$ cat src/rtl/word_matcher_if.sv
// Symbol stream, pattern config and match/counter bundle for word_matcher.
interface word_matcher_if #(
  parameter int SYM_W   = 3,
  parameter int MAX_LEN = 4,
  parameter int NUM_PAT = 3,
  parameter int CNT_W   = 8
);
  logic                      restart;
  logic [SYM_W-1:0]          bits;
  logic                      cfg_we;
  logic [3:0]                cfg_idx;
  logic [3:0]                cfg_len;
  logic [MAX_LEN*SYM_W-1:0]  cfg_pat;
  logic                      cnt_clr;
  logic [NUM_PAT-1:0]        match;
  logic [NUM_PAT*CNT_W-1:0]  count;

  modport master (
    output restart, bits, cfg_we, cfg_idx, cfg_len, cfg_pat, cnt_clr,
    input  match, count
  );
  modport slave (
    input  restart, bits, cfg_we, cfg_idx, cfg_len, cfg_pat, cnt_clr,
    output match, count
  );
endinterface

$ cat src/rtl/word_matcher.sv
// Delimited-word recogniser: one independent tracker per programmable pattern,
// each with a registered match pulse and a saturating match counter.
module word_matcher_lane #(
  parameter int SYM_W   = 3,
  parameter int MAX_LEN = 4,
  parameter int CNT_W   = 8
) (
  input  logic                     clk,
  input  logic                     reset,
  input  logic                     restart,
  input  logic [SYM_W-1:0]         bits,
  input  logic                     load,
  input  logic [3:0]               cfg_len,
  input  logic [MAX_LEN*SYM_W-1:0] cfg_pat,
  input  logic                     cnt_clr,
  output logic                     match,
  output logic [CNT_W-1:0]         count
);
  logic                            armed, armed_d, match_d;
  logic [3:0]                      pos, pos_d, len;
  logic [MAX_LEN-1:0][SYM_W-1:0]   pat;
  logic [SYM_W-1:0]                cur_sym;

  // Mux out the symbol expected at the current position.
  always_comb begin
    cur_sym = '0;
    for (int k = 0; k < MAX_LEN; k++)
      if (pos == 4'(k)) cur_sym = pat[k];
  end

  always_comb begin
    armed_d = armed;
    pos_d   = pos;
    match_d = 1'b0;
    if (restart) begin
      armed_d = 1'b1;
      pos_d   = '0;
    end else if (load) begin
      armed_d = 1'b0;
      pos_d   = '0;
    end else if (bits == '0) begin
      match_d = armed && (len != '0) && (pos == len);
      armed_d = 1'b1;
      pos_d   = '0;
    end else if (armed && (pos < len) && (bits == cur_sym)) begin
      pos_d   = pos + 4'd1;
    end else begin
      // Wrong symbol or overlong word: dead until the next delimiter.
      armed_d = 1'b0;
    end
  end

  always_ff @(posedge clk or posedge reset) begin
    if (reset) begin
      armed <= 1'b0;
      pos   <= '0;
      len   <= '0;
      pat   <= '0;
      match <= 1'b0;
      count <= '0;
    end else begin
      armed <= armed_d;
      pos   <= pos_d;
      match <= match_d;
      if (load && !restart) begin
        len <= (cfg_len > 4'(MAX_LEN)) ? 4'd0 : cfg_len;
        pat <= cfg_pat;
      end
      if (cnt_clr)
        count <= '0;
      else if (match_d && (count != '1))
        count <= count + CNT_W'(1);
    end
  end
endmodule

module word_matcher #(
  parameter int SYM_W   = 3,
  parameter int MAX_LEN = 4,
  parameter int NUM_PAT = 3,
  parameter int CNT_W   = 8
) (
  input logic         clk,
  input logic         reset,
  word_matcher_if.slave bus
);
  logic [NUM_PAT-1:0]            match;
  logic [NUM_PAT-1:0][CNT_W-1:0] count;

  for (genvar i = 0; i < NUM_PAT; i++) begin : g_lane
    word_matcher_lane #(
      .SYM_W   (SYM_W),
      .MAX_LEN (MAX_LEN),
      .CNT_W   (CNT_W)
    ) u_lane (
      .clk     (clk),
      .reset   (reset),
      .restart (bus.restart),
      .bits    (bus.bits),
      .load    (bus.cfg_we && (bus.cfg_idx == 4'(i))),
      .cfg_len (bus.cfg_len),
      .cfg_pat (bus.cfg_pat),
      .cnt_clr (bus.cnt_clr),
      .match   (match[i]),
      .count   (count[i])
    );
  end

  assign bus.match = match;
  assign bus.count = count;
endmodule
$ cat src/flat_wrapper.sv
// flat-port wrapper written by rule: the top's interface ports become plain ports
module word_matcher_flat 
#(
  parameter int SYM_W   = 3,
  parameter int MAX_LEN = 4,
  parameter int NUM_PAT = 3,
  parameter int CNT_W   = 8
)
  (clk, reset, bus_restart, bus_bits, bus_cfg_we, bus_cfg_idx, bus_cfg_len, bus_cfg_pat, bus_cnt_clr, bus_match, bus_count);
  word_matcher_if #(.SYM_W(SYM_W), .MAX_LEN(MAX_LEN), .NUM_PAT(NUM_PAT), .CNT_W(CNT_W)) bus_i ();
  input logic clk;
  input logic reset;
  input wire logic [$bits(bus_i.restart)-1:0] bus_restart;
  input wire logic [$bits(bus_i.bits)-1:0] bus_bits;
  input wire logic [$bits(bus_i.cfg_we)-1:0] bus_cfg_we;
  input wire logic [$bits(bus_i.cfg_idx)-1:0] bus_cfg_idx;
  input wire logic [$bits(bus_i.cfg_len)-1:0] bus_cfg_len;
  input wire logic [$bits(bus_i.cfg_pat)-1:0] bus_cfg_pat;
  input wire logic [$bits(bus_i.cnt_clr)-1:0] bus_cnt_clr;
  output wire logic [$bits(bus_i.match)-1:0] bus_match;
  output wire logic [$bits(bus_i.count)-1:0] bus_count;
  assign bus_i.restart = bus_restart;
  assign bus_i.bits = bus_bits;
  assign bus_i.cfg_we = bus_cfg_we;
  assign bus_i.cfg_idx = bus_cfg_idx;
  assign bus_i.cfg_len = bus_cfg_len;
  assign bus_i.cfg_pat = bus_cfg_pat;
  assign bus_i.cnt_clr = bus_cnt_clr;
  assign bus_match = bus_i.match;
  assign bus_count = bus_i.count;
  word_matcher #(.SYM_W(SYM_W), .MAX_LEN(MAX_LEN), .NUM_PAT(NUM_PAT), .CNT_W(CNT_W)) u_core (.clk(clk), .reset(reset), .bus(bus_i));
endmodule
$ cat config.mk
export PLATFORM = sky130hd
export DESIGN_NAME = word_matcher_flat
export DESIGN_NICKNAME = d
export VERILOG_FILES = /design/src/rtl/word_matcher_if.sv /design/src/rtl/word_matcher.sv /design/src/flat_wrapper.sv
export SDC_FILE = /design/constraint.sdc
export NUM_CORES = 1
export LEC_CHECK = 0
export BUFFER_PORTS_ARGS = -buffer_cell sky130_fd_sc_hd__buf_2
export CORE_UTILIZATION = 55
export CTS_CLUSTER_SIZE = 25
export DETAILED_ROUTE_END_ITERATION = 16
export PLACE_DENSITY = 0.76
export RECOVER_POWER = 50
export SLEW_MARGIN = 0
export SYNTH_ARGS = -nofsm -noshare
export SYNTH_HDL_FRONTEND = slang
export SYNTH_SLANG_ARGS = --single-unit
$ cat constraint.sdc
create_clock -name clk -period 3.5 [get_ports clk]
set_clock_uncertainty 0.05 [all_clocks]
set_input_delay 0.35 -clock clk [delete_from_list [all_inputs] [get_ports clk]]
set_output_delay 0.35 -clock clk [all_outputs]
set_load 0.1 [all_outputs]
== After elaboration in Yosys (flattened, before gate mapping) ==
Index checks and enable logic that the tools add are counted.

* Output and inout port bits: 27
* Bits of input ports: 28
* Bits in registers: 90

* $add $sub $neg: 6
* Multiplexer cells: 52
* Order comparisons: 4
* Eq/ne operators: 23
* Reductions and logical operators: 36

{| class="wikitable"
|+ Operators by type and width
! cell !! count
|-
| 4-bit two-way mux || 13
|-
| 8-bit two-way mux || 6
|-
| 3-bit two-way mux || 12
|-
| 4-bit by 2-bit equality test with 1-bit output, second input constant || 7
|-
| 8-bit by 1-bit adder with 8-bit output, second input constant || 3
|-
| 8-bit != test, second input constant || 3
|-
| 4-bit nonzero test || 6
|-
| 1-bit logical AND || 21
|-
| 1-bit two-way mux || 21
|-
| 4-bit by 1-bit equality test with 1-bit output, second input constant || 4
|-
| 4-bit logical NOT || 4
|-
| 4-bit by 1-bit adder with 4-bit output, second input constant || 3
|-
| 4-bit equality test || 3
|-
| 4-bit less-than comparator || 3
|-
| 3-bit equality test || 3
|-
| 4-bit by 3-bit != test with 1-bit output, second input constant || 2
|-
| 2-bit nonzero test || 3
|-
| 4-bit by 3-bit > comparator with 1-bit output, second input constant || 1
|-
| 4-bit != test, second input constant || 1
|-
| 3-bit logical NOT || 1
|-
| 1-bit logical NOT || 1
|}

== Depth between registers and ports, before layout ==
Gate-level depths: netlist (run 1).

* Depth after elaboration: 11
* Mapped depth: 9

== By module ==
From an unflattened synthesis (run 1), not the netlist that was laid out.

* Cell total of the unflattened synthesis: 535
* Area total of the unflattened synthesis: 4880.9 um^2

{| class="wikitable"
|+ Modules (own cells, without submodules)
! module !! times used !! sequential area each (um^2) !! area each (um^2) !! cells each
|-
| word_matcher_lane || 3 || 750.7 || 1614.0 || 177
|-
| word_matcher || 1 || 0.0 || 38.8 || 4
|}

== Worst setup path before layout (run 1) ==
OpenSTA, ideal clock, no wires.

* Kind: flip-flop to flip-flop
* Start point: register u_core.g_lane[0].u_lane.count[0]
* End point: register u_core.g_lane[0].u_lane.count[4]
* Setup slack: 1.011 ns
* Stages on the path, launching flop included: 8
* Clock period less this slack: 2.489 ns
* Library setup time: 0.074 ns
* Data arrival time: 2.365 ns
* Buffers on the path: 0
* Required time: 3.376 ns
* Cell sequence: dfrtp_1 > ha_1 > and3_1 > and3_1 > nor4b_4 > nand4_1 > xor2_1 > nor2_1

* Cells in the longest elaborated chain, start to end: 3

{| class="wikitable"
|+ RTL lines
! item !! line !! source
|-
| start: declaration || word_matcher.sv:17 || <nowiki>output logic [CNT_W-1:0] count</nowiki>
|-
| start signal: assignment || word_matcher.sv:72 || <nowiki>count <= count + CNT_W'(1);</nowiki>
|-
| 8-bit by 1-bit adder with 8-bit output / 8-bit != test (equally long branches) || word_matcher.sv:72, word_matcher.sv:71 ||
|-
| 8-bit two-way mux / 1-bit logical AND (equally long branches) || word_matcher.sv:71 || <nowiki>else if (match_d && (count != '1))</nowiki>
|-
| 8-bit two-way mux / 2-bit nonzero test (equally long branches) || -- ||
|}

Several ways; a longest one is shown, not always the timed one. The select of a mux whose other input is x is not followed.
A chain may end at the register's enable or synchronous reset.

== Final worst setup path (run 1) ==
* Start point: register u_core.g_lane[0].u_lane.pos[1]
* End point: register u_core.g_lane[0].u_lane.pos[1]

* Cells in the longest elaborated chain, start to end: 8

{| class="wikitable"
|+ RTL lines
! item !! line !! source
|-
| start: declaration || word_matcher.sv:20 || <nowiki>logic [3:0] pos, pos_d, len;</nowiki>
|-
| start signal: assignment || word_matcher.sv:63 || <nowiki>pos <= pos_d;</nowiki>
|-
| 4-bit logical NOT || word_matcher.sv:28 || <nowiki>if (pos == 4'(k)) cur_sym = pat[k];</nowiki>
|-
| 3-bit two-way mux (4 in a row) || word_matcher.sv:28 ||
|-
| 3-bit equality test || word_matcher.sv:45 || <nowiki>end else if (armed && (pos < len) && (bits == cur_sym)) begin</nowiki>
|-
| 1-bit logical AND || word_matcher.sv:45 ||
|-
| 4-bit nonzero test (no source line) || -- ||
|}

Several ways; a longest one is shown, not always the timed one. The select of a mux whose other input is x is not followed.

==> results of run 1 <==
## per-layer routing
layer,global-route usage (%),vias up
met5,0,-
met4,6.47,0
met3,5.29,12
met2,42.2,81
met1,32.3,1778
li1,-,1713
## layout make-up
cell class,instances,area [um^2]
repair buffers,59,300
flip-flops and latches,90,2250
inverters,25,95.1
well taps,105,131
clock inverters,6,65.1
multi-input cells,325,2390
clock buffers,10,128
fillers,673,2980
## Yosys cell counts (all sizes together) (3+ instances only)
library cell / number / area (um^2)
a2bb2oi: 3 / 26.3
nand3: 11 / 55.1
o22ai: 3 / 18.8
nand2b: 4 / 25.0
xnor2: 13 / 114
mux2: 40 / 450
nor4b: 5 / 65.1
inv: 25 / 93.8
o2bb2ai: 3 / 26.3
mux2i: 9 / 90.1
nor2: 37 / 141
o21ai: 15 / 75.1
a32oi: 3 / 26.3
nand4: 7 / 43.8
or3: 3 / 18.8
or2: 4 / 25.0
nor2b: 9 / 56.3
buf: 10 / 67.6
nor3: 11 / 55.1
and2: 3 / 18.8
nor3b: 3 / 22.5
a21oi: 16 / 80.1
nor4: 6 / 58.8
ha: 27 / 338
nand3b: 5 / 37.5
and3: 9 / 57.6
xor2: 11 / 96.3
clkbuf: 5 / 20.0
o21a: 3 / 22.5
nand2: 40 / 150
dfrtp: 90 / 2250
## state kept, by name, indices dropped and copies added (netlist names)
signal and count:
u_core.g_lane.u_lane.armed 3, u_core.g_lane.u_lane.count 24, u_core.g_lane.u_lane.len 12, u_core.g_lane.u_lane.match 3
u_core.g_lane.u_lane.pos 12, u_core.g_lane.u_lane.pat 36
## stage by stage
step                      power, W  setup WS [ns]  util [%]  cells
after floorplan            0.00149          0.765         -    455
after global placement     0.00158           1.14      62.0    603
after detailed placement   0.00160          0.966      62.0    603
after CTS                  0.00232          0.937      64.5    620
after global routing       0.00242          0.698      64.3    620
final                      0.00230          0.914      64.3    620
## power by group through the flow
stage                     clock network, W  registers, W  logic, W
after CTS                         0.000731       0.00122  0.000367
after global placement                   0       0.00124  0.000347
final                             0.000715       0.00122  0.000361
after detailed placement                 0       0.00124  0.000364
after floorplan                          0       0.00121  0.000280
after global routing              0.000778       0.00123  0.000406
## cell families after synthesis
logic type | count (synthesis) | synth area share, %
multiplexers | 49 | 11.2
XOR/XNOR | 24 | 4.35
flip-flops | 90 | 46.6
buffers and inverters | 40 | 3.76
AND/OR/NAND/NOR | 160 | 17.7
adder cells (fa/ha/maj) | 27 | 6.99
AO/OA/AOI/OAI | 65 | 9.33
## critical path, cell delays in order, from the launching register on
cell and delay (ns):
dfrtp_1 0.43, inv_1 0.08, ha_1 0.24, nor4b_1 0.48
o2bb2ai_1 0.17, a32oi_1 0.09, xnor2_1 0.16, nor4_2 0.54
mux2i_1 0.26
## worst paths after layout
check | from | end | slack (ns) | cells after the start
max | u_core.g_lane[0].u_lane.pos[1] | u_core.g_lane[0].u_lane.pos[1] | 0.91 | 8
min | bus_cfg_pat[11] | u_core.g_lane[2].u_lane.pat[11] | 0.21 | 3
min in group asynchronous | reset | u_core.g_lane[1].u_lane.count[7] | 0.54 | 3
min reg2reg | u_core.g_lane[1].u_lane.pat[8] | u_core.g_lane[1].u_lane.pat[8] | 0.46 | 1
max in group asynchronous | reset | u_core.g_lane[2].u_lane.pat[4] | 1.45 | 4
max reg2reg | u_core.g_lane[0].u_lane.pos[1] | u_core.g_lane[0].u_lane.pos[1] | 0.91 | 8
==> out/metrics.cfg, run 1 <==
[place]
gp_congestion=0.880
dpl.hpwl_um=7630
place_area_um2=5170
io_buffers=54

[pwr]
p_seq_share_pct=53.2
power_density_nw_per_um2=429
max-vdd-ir-drop_v=0.000288
power.internal_w=0.00166
switching_share_pct=27.9
switchingPower_w=0.000642
p_clk_share_pct=31.1
p_leak_nw=2.54
combPwrFrac_pct=15.7

[critical_path]
end_kind=flip-flop
worst-setup-path-type=flip-flop to flip-flop
arrival_ns=2.82
critPathLaunchType=flip-flop
critPathRequiredTime_ns=3.73
cp_max_fo=5

[synthesis]
ys_warn_count=0
syn_area_um2=4830
yosysSeqAreaShare_pct=46.6
syn_avg_cell_area_um2=10.6
synth_seq_cells=90
asyncSetResetFlopFracSynth_pct=100
postSynthCellCount=455
synth_edf_count=0
synth-main-ff-cell=dfrtp_1
syn_nets=510
yosysUniqueCellTypes=62

[clocking]
cts_hold_buffers=1
h-tree-depth=3
clock_sinks=90
cts_made_buffers=9
clk_pin_slew_worst_paths_ns=0.09
postCtsSetupRepairBufs=0
cts_tree=done
clk_path_buf_depth=2
clk_latency_ns=0.36
ctsResizeCount=0
root_buffer=clkbuf_8

[sta]
max_freq_ghz=0.387
slew_violations=0
rsz0062_at_grt=no
maxSlewHeadroom_pct=22.9
tns_ns=0
timing.hold.ws_ns=0.208
setup_viol=0
period_needed_ns=2.59
worstMarginPinSlew_ns=1.16
final-hold-violation-count=0
fin_crit_sh_pct=73.9

[worst_hold_path]
min_path_type=input pin to flip-flop

[grt]
grt_overflow=0
grt_use_total_pct=24.8
grt_max_degree=44
grt_pass1_vias=3631
grt_first_pass_wirelength_um=17300
antenna_found_initial=0

[die]
rows=33
die_w_um=95.7
core_area_um2=8340
die_area_um2=9160
start_util_pct=57.9
die_height_um=95.7
ioPinCount=55

[drt]
final_antenna_net_count=0
drt_drc_violations_left=0
vias_per_cell=5.78
vias=3584
first_pass_iters=4
wl_met3_um=425
drtIter0Drc=125
route.final.wire_length_um=10200
wire_per_inst_um=16.4
top_layer=met4
wl_met2_um=5030
m1WireLength_um=4580

[final_layout]
n_antenna_cell=0
mostFrequentLayoutCell=dfrtp_1
fin_area_um2=5360
post_route_cells_drive_above_1_share_pct=23.7
finalNetCount=565
area_growth_pct=11.0
mostFrequentLayoutCells=90 x dfrtp_1, 51 x buf_2, 40 x nand2_1, 40 x mux2_2, 36 x nor2_1

[run_status]
outcome=completed

[job]
drv_cap=0

Note: power is estimated with default switching activity, not from simulation.
==> inputs of run 2 (changes only) <==
--- a/config.mk
+++ b/config.mk
@@ -5,11 +5,12 @@
 export SDC_FILE = /design/constraint.sdc
 export NUM_CORES = 1
 export LEC_CHECK = 0
+export ABC_AREA = 1
 export BUFFER_PORTS_ARGS = -buffer_cell sky130_fd_sc_hd__buf_2
 export CORE_UTILIZATION = 55
 export CTS_CLUSTER_SIZE = 25
 export DETAILED_ROUTE_END_ITERATION = 16
-export PLACE_DENSITY = 0.76
+export PLACE_DENSITY = 0.75
 export RECOVER_POWER = 50
 export SLEW_MARGIN = 0
 export SYNTH_ARGS = -nofsm -noshare
==> constraint.sdc (replaced) <==
create_clock -name clk -period 2.6 [get_ports clk]
set_clock_uncertainty 0.05 [all_clocks]
set_input_delay 0.26 -clock clk [delete_from_list [all_inputs] [get_ports clk]]
set_output_delay 0.26 -clock clk [all_outputs]
set_load 0.1 [all_outputs]
==> run 2 against run 1 <==
  * Via count is 30% higher
  * Register-to-register slack worse by 0.42 ns
  * Combinational power is 110% higher
  * Setup slack worse by 0.43 ns
  * Utilization is 1.4 points lower
  * Sequential cell count stayed put
==> out/metrics.cfg, run 2 <==
[final_layout]
largest_registers=u_core.g_lane.u_lane.pat (36), u_core.g_lane.u_lane.count (24)
area_growth_pct=10.3
postLayoutCoreUtil_pct=62.9  ; -1.4 points
post_route_cells_drive_above_1_share_pct=11.4  ; -12 points
largest_register=u_core.g_lane.u_lane.pat
largest_reg_flops=36  ; unchanged
finalNetCount=794  ; +41%
mostFrequentLayoutCell=nand2_1
mostFrequentLayoutCells=187 x nand2_1, 90 x dfrtp_1, 88 x nand3_1
fill_cells=850  ; +26%
n_antenna_cell=0  ; unchanged

[clocking]
clk_path_buf_depth=2  ; unchanged
cts_made_buffers=9  ; unchanged
ctsResizeCount=0  ; unchanged
clk_pin_slew_worst_paths_ns=0.09  ; about the same
clock_sinks=90  ; unchanged
cts_hold_buffers=1  ; unchanged
postCtsSetupRepairBufs=0  ; unchanged
cts_tree=done
clk_latency_ns=0.35  ; about the same
root_buffer=clkbuf_8
h-tree-depth=3  ; unchanged

[sta]
final-hold-violation-count=0  ; unchanged
worst_slack_ns=0.481  ; -0.434 ns
setup_viol=0  ; unchanged
slew_violations=0  ; unchanged
maxSlewHeadroom_pct=5.56  ; -17 points
worstMarginPinSlew_ns=1.41  ; +0.247 ns
fin_crit_sh_pct=81.5
tns_ns=0  ; unchanged
rsz0062_at_grt=no
max_freq_ghz=0.472
period_needed_ns=2.12

[grt]
grt_max_degree=34  ; -23%
grt_first_pass_wirelength_um=20800  ; +20%
grt_pass1_vias=4501  ; +24%
grt_overflow=0  ; unchanged
antenna_found_initial=0  ; unchanged
grt_use_total_pct=26.3  ; +1.5 points

[die]
die_area_um2=10000  ; +9.4%
die_height_um=100  ; +4.6%
core_area_um2=9280  ; +11%
die_w_um=100  ; +4.6%
start_util_pct=57.0  ; -0.90 points
rows=35  ; +6.1%
ioPinCount=55  ; unchanged

[pwr]
max-vdd-ir-drop_v=0.000342  ; +19%
p_leak_nw=3.09  ; +22%
power_density_nw_per_um2=577  ; +35%
finalPower_w=0.00337  ; +47%

[critical_path]
critPathRequiredTime_ns=2.78  ; -0.95 ns
cp_max_fo=17  ; +12
critPathLaunchType=input pin
worst-setup-path-type=input pin to flip-flop
arrival_ns=2.30  ; -0.52 ns
end_kind=flip-flop

[synthesis]
synth-main-ff-cell=dfrtp_1
syn_area_um2=5290  ; +9.6%
syn_avg_cell_area_um2=7.74  ; -27%
synth.top_cell.area_share_pct=42.6  ; -4.1 points
synth_common_cells=187 x nand2_1, 90 x dfrtp_1, 88 x nand3_1, 85 x inv_1, 48 x o21ai_0
yosysSeqAreaShare_pct=42.6  ; -4.1 points
yosysUniqueCellTypes=34  ; -45%
ys_warn_count=0  ; unchanged
synthTopCellsByArea=dfrtp_1 43%, nand2_1 13%, nand3_1 8.3%
syn_nets=739  ; +45%
yosysTopAreaCell=dfrtp_1
synth_most_common_cell=nand2_1
postSynthCellCount=684  ; +50%
synth_edf_count=0  ; unchanged
asyncSetResetFlopFracSynth_pct=100  ; unchanged
synth_seq_cells=90  ; unchanged

[drt]
vias=4673  ; +30%
m1WireLength_um=5580  ; +22%
wl_met3_um=574  ; +35%
vias_per_cell=5.35  ; -7.4%
wl_met2_um=5660  ; +13%
wire_per_inst_um=13.8  ; -16%
drt_drc_violations_left=0  ; unchanged
final_antenna_net_count=0  ; unchanged
route.final.wire_length_um=12100  ; +19%
drtIter0Drc=217  ; +74%
top_layer=met4
first_pass_iters=5  ; +1

[run_status]
outcome=completed

[job]
drv_cap=0  ; unchanged

[place]
gp_congestion=0.895  ; +1.7%
io_buffers=54  ; unchanged
dpl.hpwl_um=9190  ; +20%
pre_cts_ws_ns=0.579  ; -0.387 ns

[worst_hold_path]
min_path_type=input pin to flip-flop

-- run 2: power by group --
| part | total (W) | switching [W] | internal (W) |
|---|---|---|---|
| sequential | 0.00166 | 0.0000917 | 0.00157 |
| clock | 0.000936 | 0.000489 | 0.000446 |
| combinational | 0.000774 | 0.000513 | 0.000261 |
| total | 0.00337 | 0.00109 | 0.00227 |
-- run 2: cells by family (layout without fill, tap and decap cells) --
kind of cell               count (synthesis)  count (layout)  synth area share (%)
xor gates and xnor gates                  18              18                  2.98
adders and majority gates                 27              27                  6.38
DFF                                       90              90                  42.6
AOI/OAI and AO/OA                         67              67                  6.90
and+or+nand+nor                          373             373                  32.6
buffers and inverters                    109             169                  8.58
-- run 2: worst paths after layout --
path                                                start                               end  slack [ns]  depth (start not counted)
min reg2reg                u_core.g_lane[1].u_lane.len[3]    u_core.g_lane[1].u_lane.len[3]        0.43                          2
max in group asynchronous                           reset    u_core.g_lane[0].u_lane.pos[2]        0.83                          5
min in group asynchronous                           reset    u_core.g_lane[2].u_lane.pat[2]        0.69                          3
max reg2reg                u_core.g_lane[1].u_lane.pos[0]  u_core.g_lane[1].u_lane.count[7]        0.49                         10
max                                        bus_cfg_idx[3]    u_core.g_lane[0].u_lane.pat[9]        0.48                          9
min                                        bus_cfg_pat[0]    u_core.g_lane[2].u_lane.pat[0]        0.15                          3
-- run 2: stage by stage --
stage	instance area (um^2)	hold slack (ns)	instances
final	5840	0.148	873
after CTS	5890	0.133	873
after detailed placement	5690	0.356	856
after global routing	5840	0.160	873
after global placement	5690	0.350	856
after floorplan	5300	0.331	684
-- run 2: critical path: stages --
cell	delay, ns
buf_2	0.10
nor2_1	0.17
nand2_1	0.14
nor3_4	0.29
clkinv_1	0.12
nor2_1	0.70
inv_2	0.30
nand2_1	0.13
o21ai_0	0.09
-- run 2: metal layers --
layer / vias up / track usage (%)
met2: 126 / 43.2
met4: 0 / 8.81
met1: 2203 / 36.0
met3: 27 / 3.62
met5: - / 0
li1: 2317 / -
-- run 2: final cells by class --
cell class | instances | area (um^2) | share of cell area, %
Tap cell | 129 | 161 | 2.76
Clock buffer | 12 | 135 | 2.31
Sequential cell | 90 | 2250 | 38.6
Timing Repair Buffer | 61 | 337 | 5.76
Inverter | 92 | 352 | 6.02
Multi-Input combinational cell | 485 | 2550 | 43.7
Clock inverter | 4 | 52.6 | 0.900
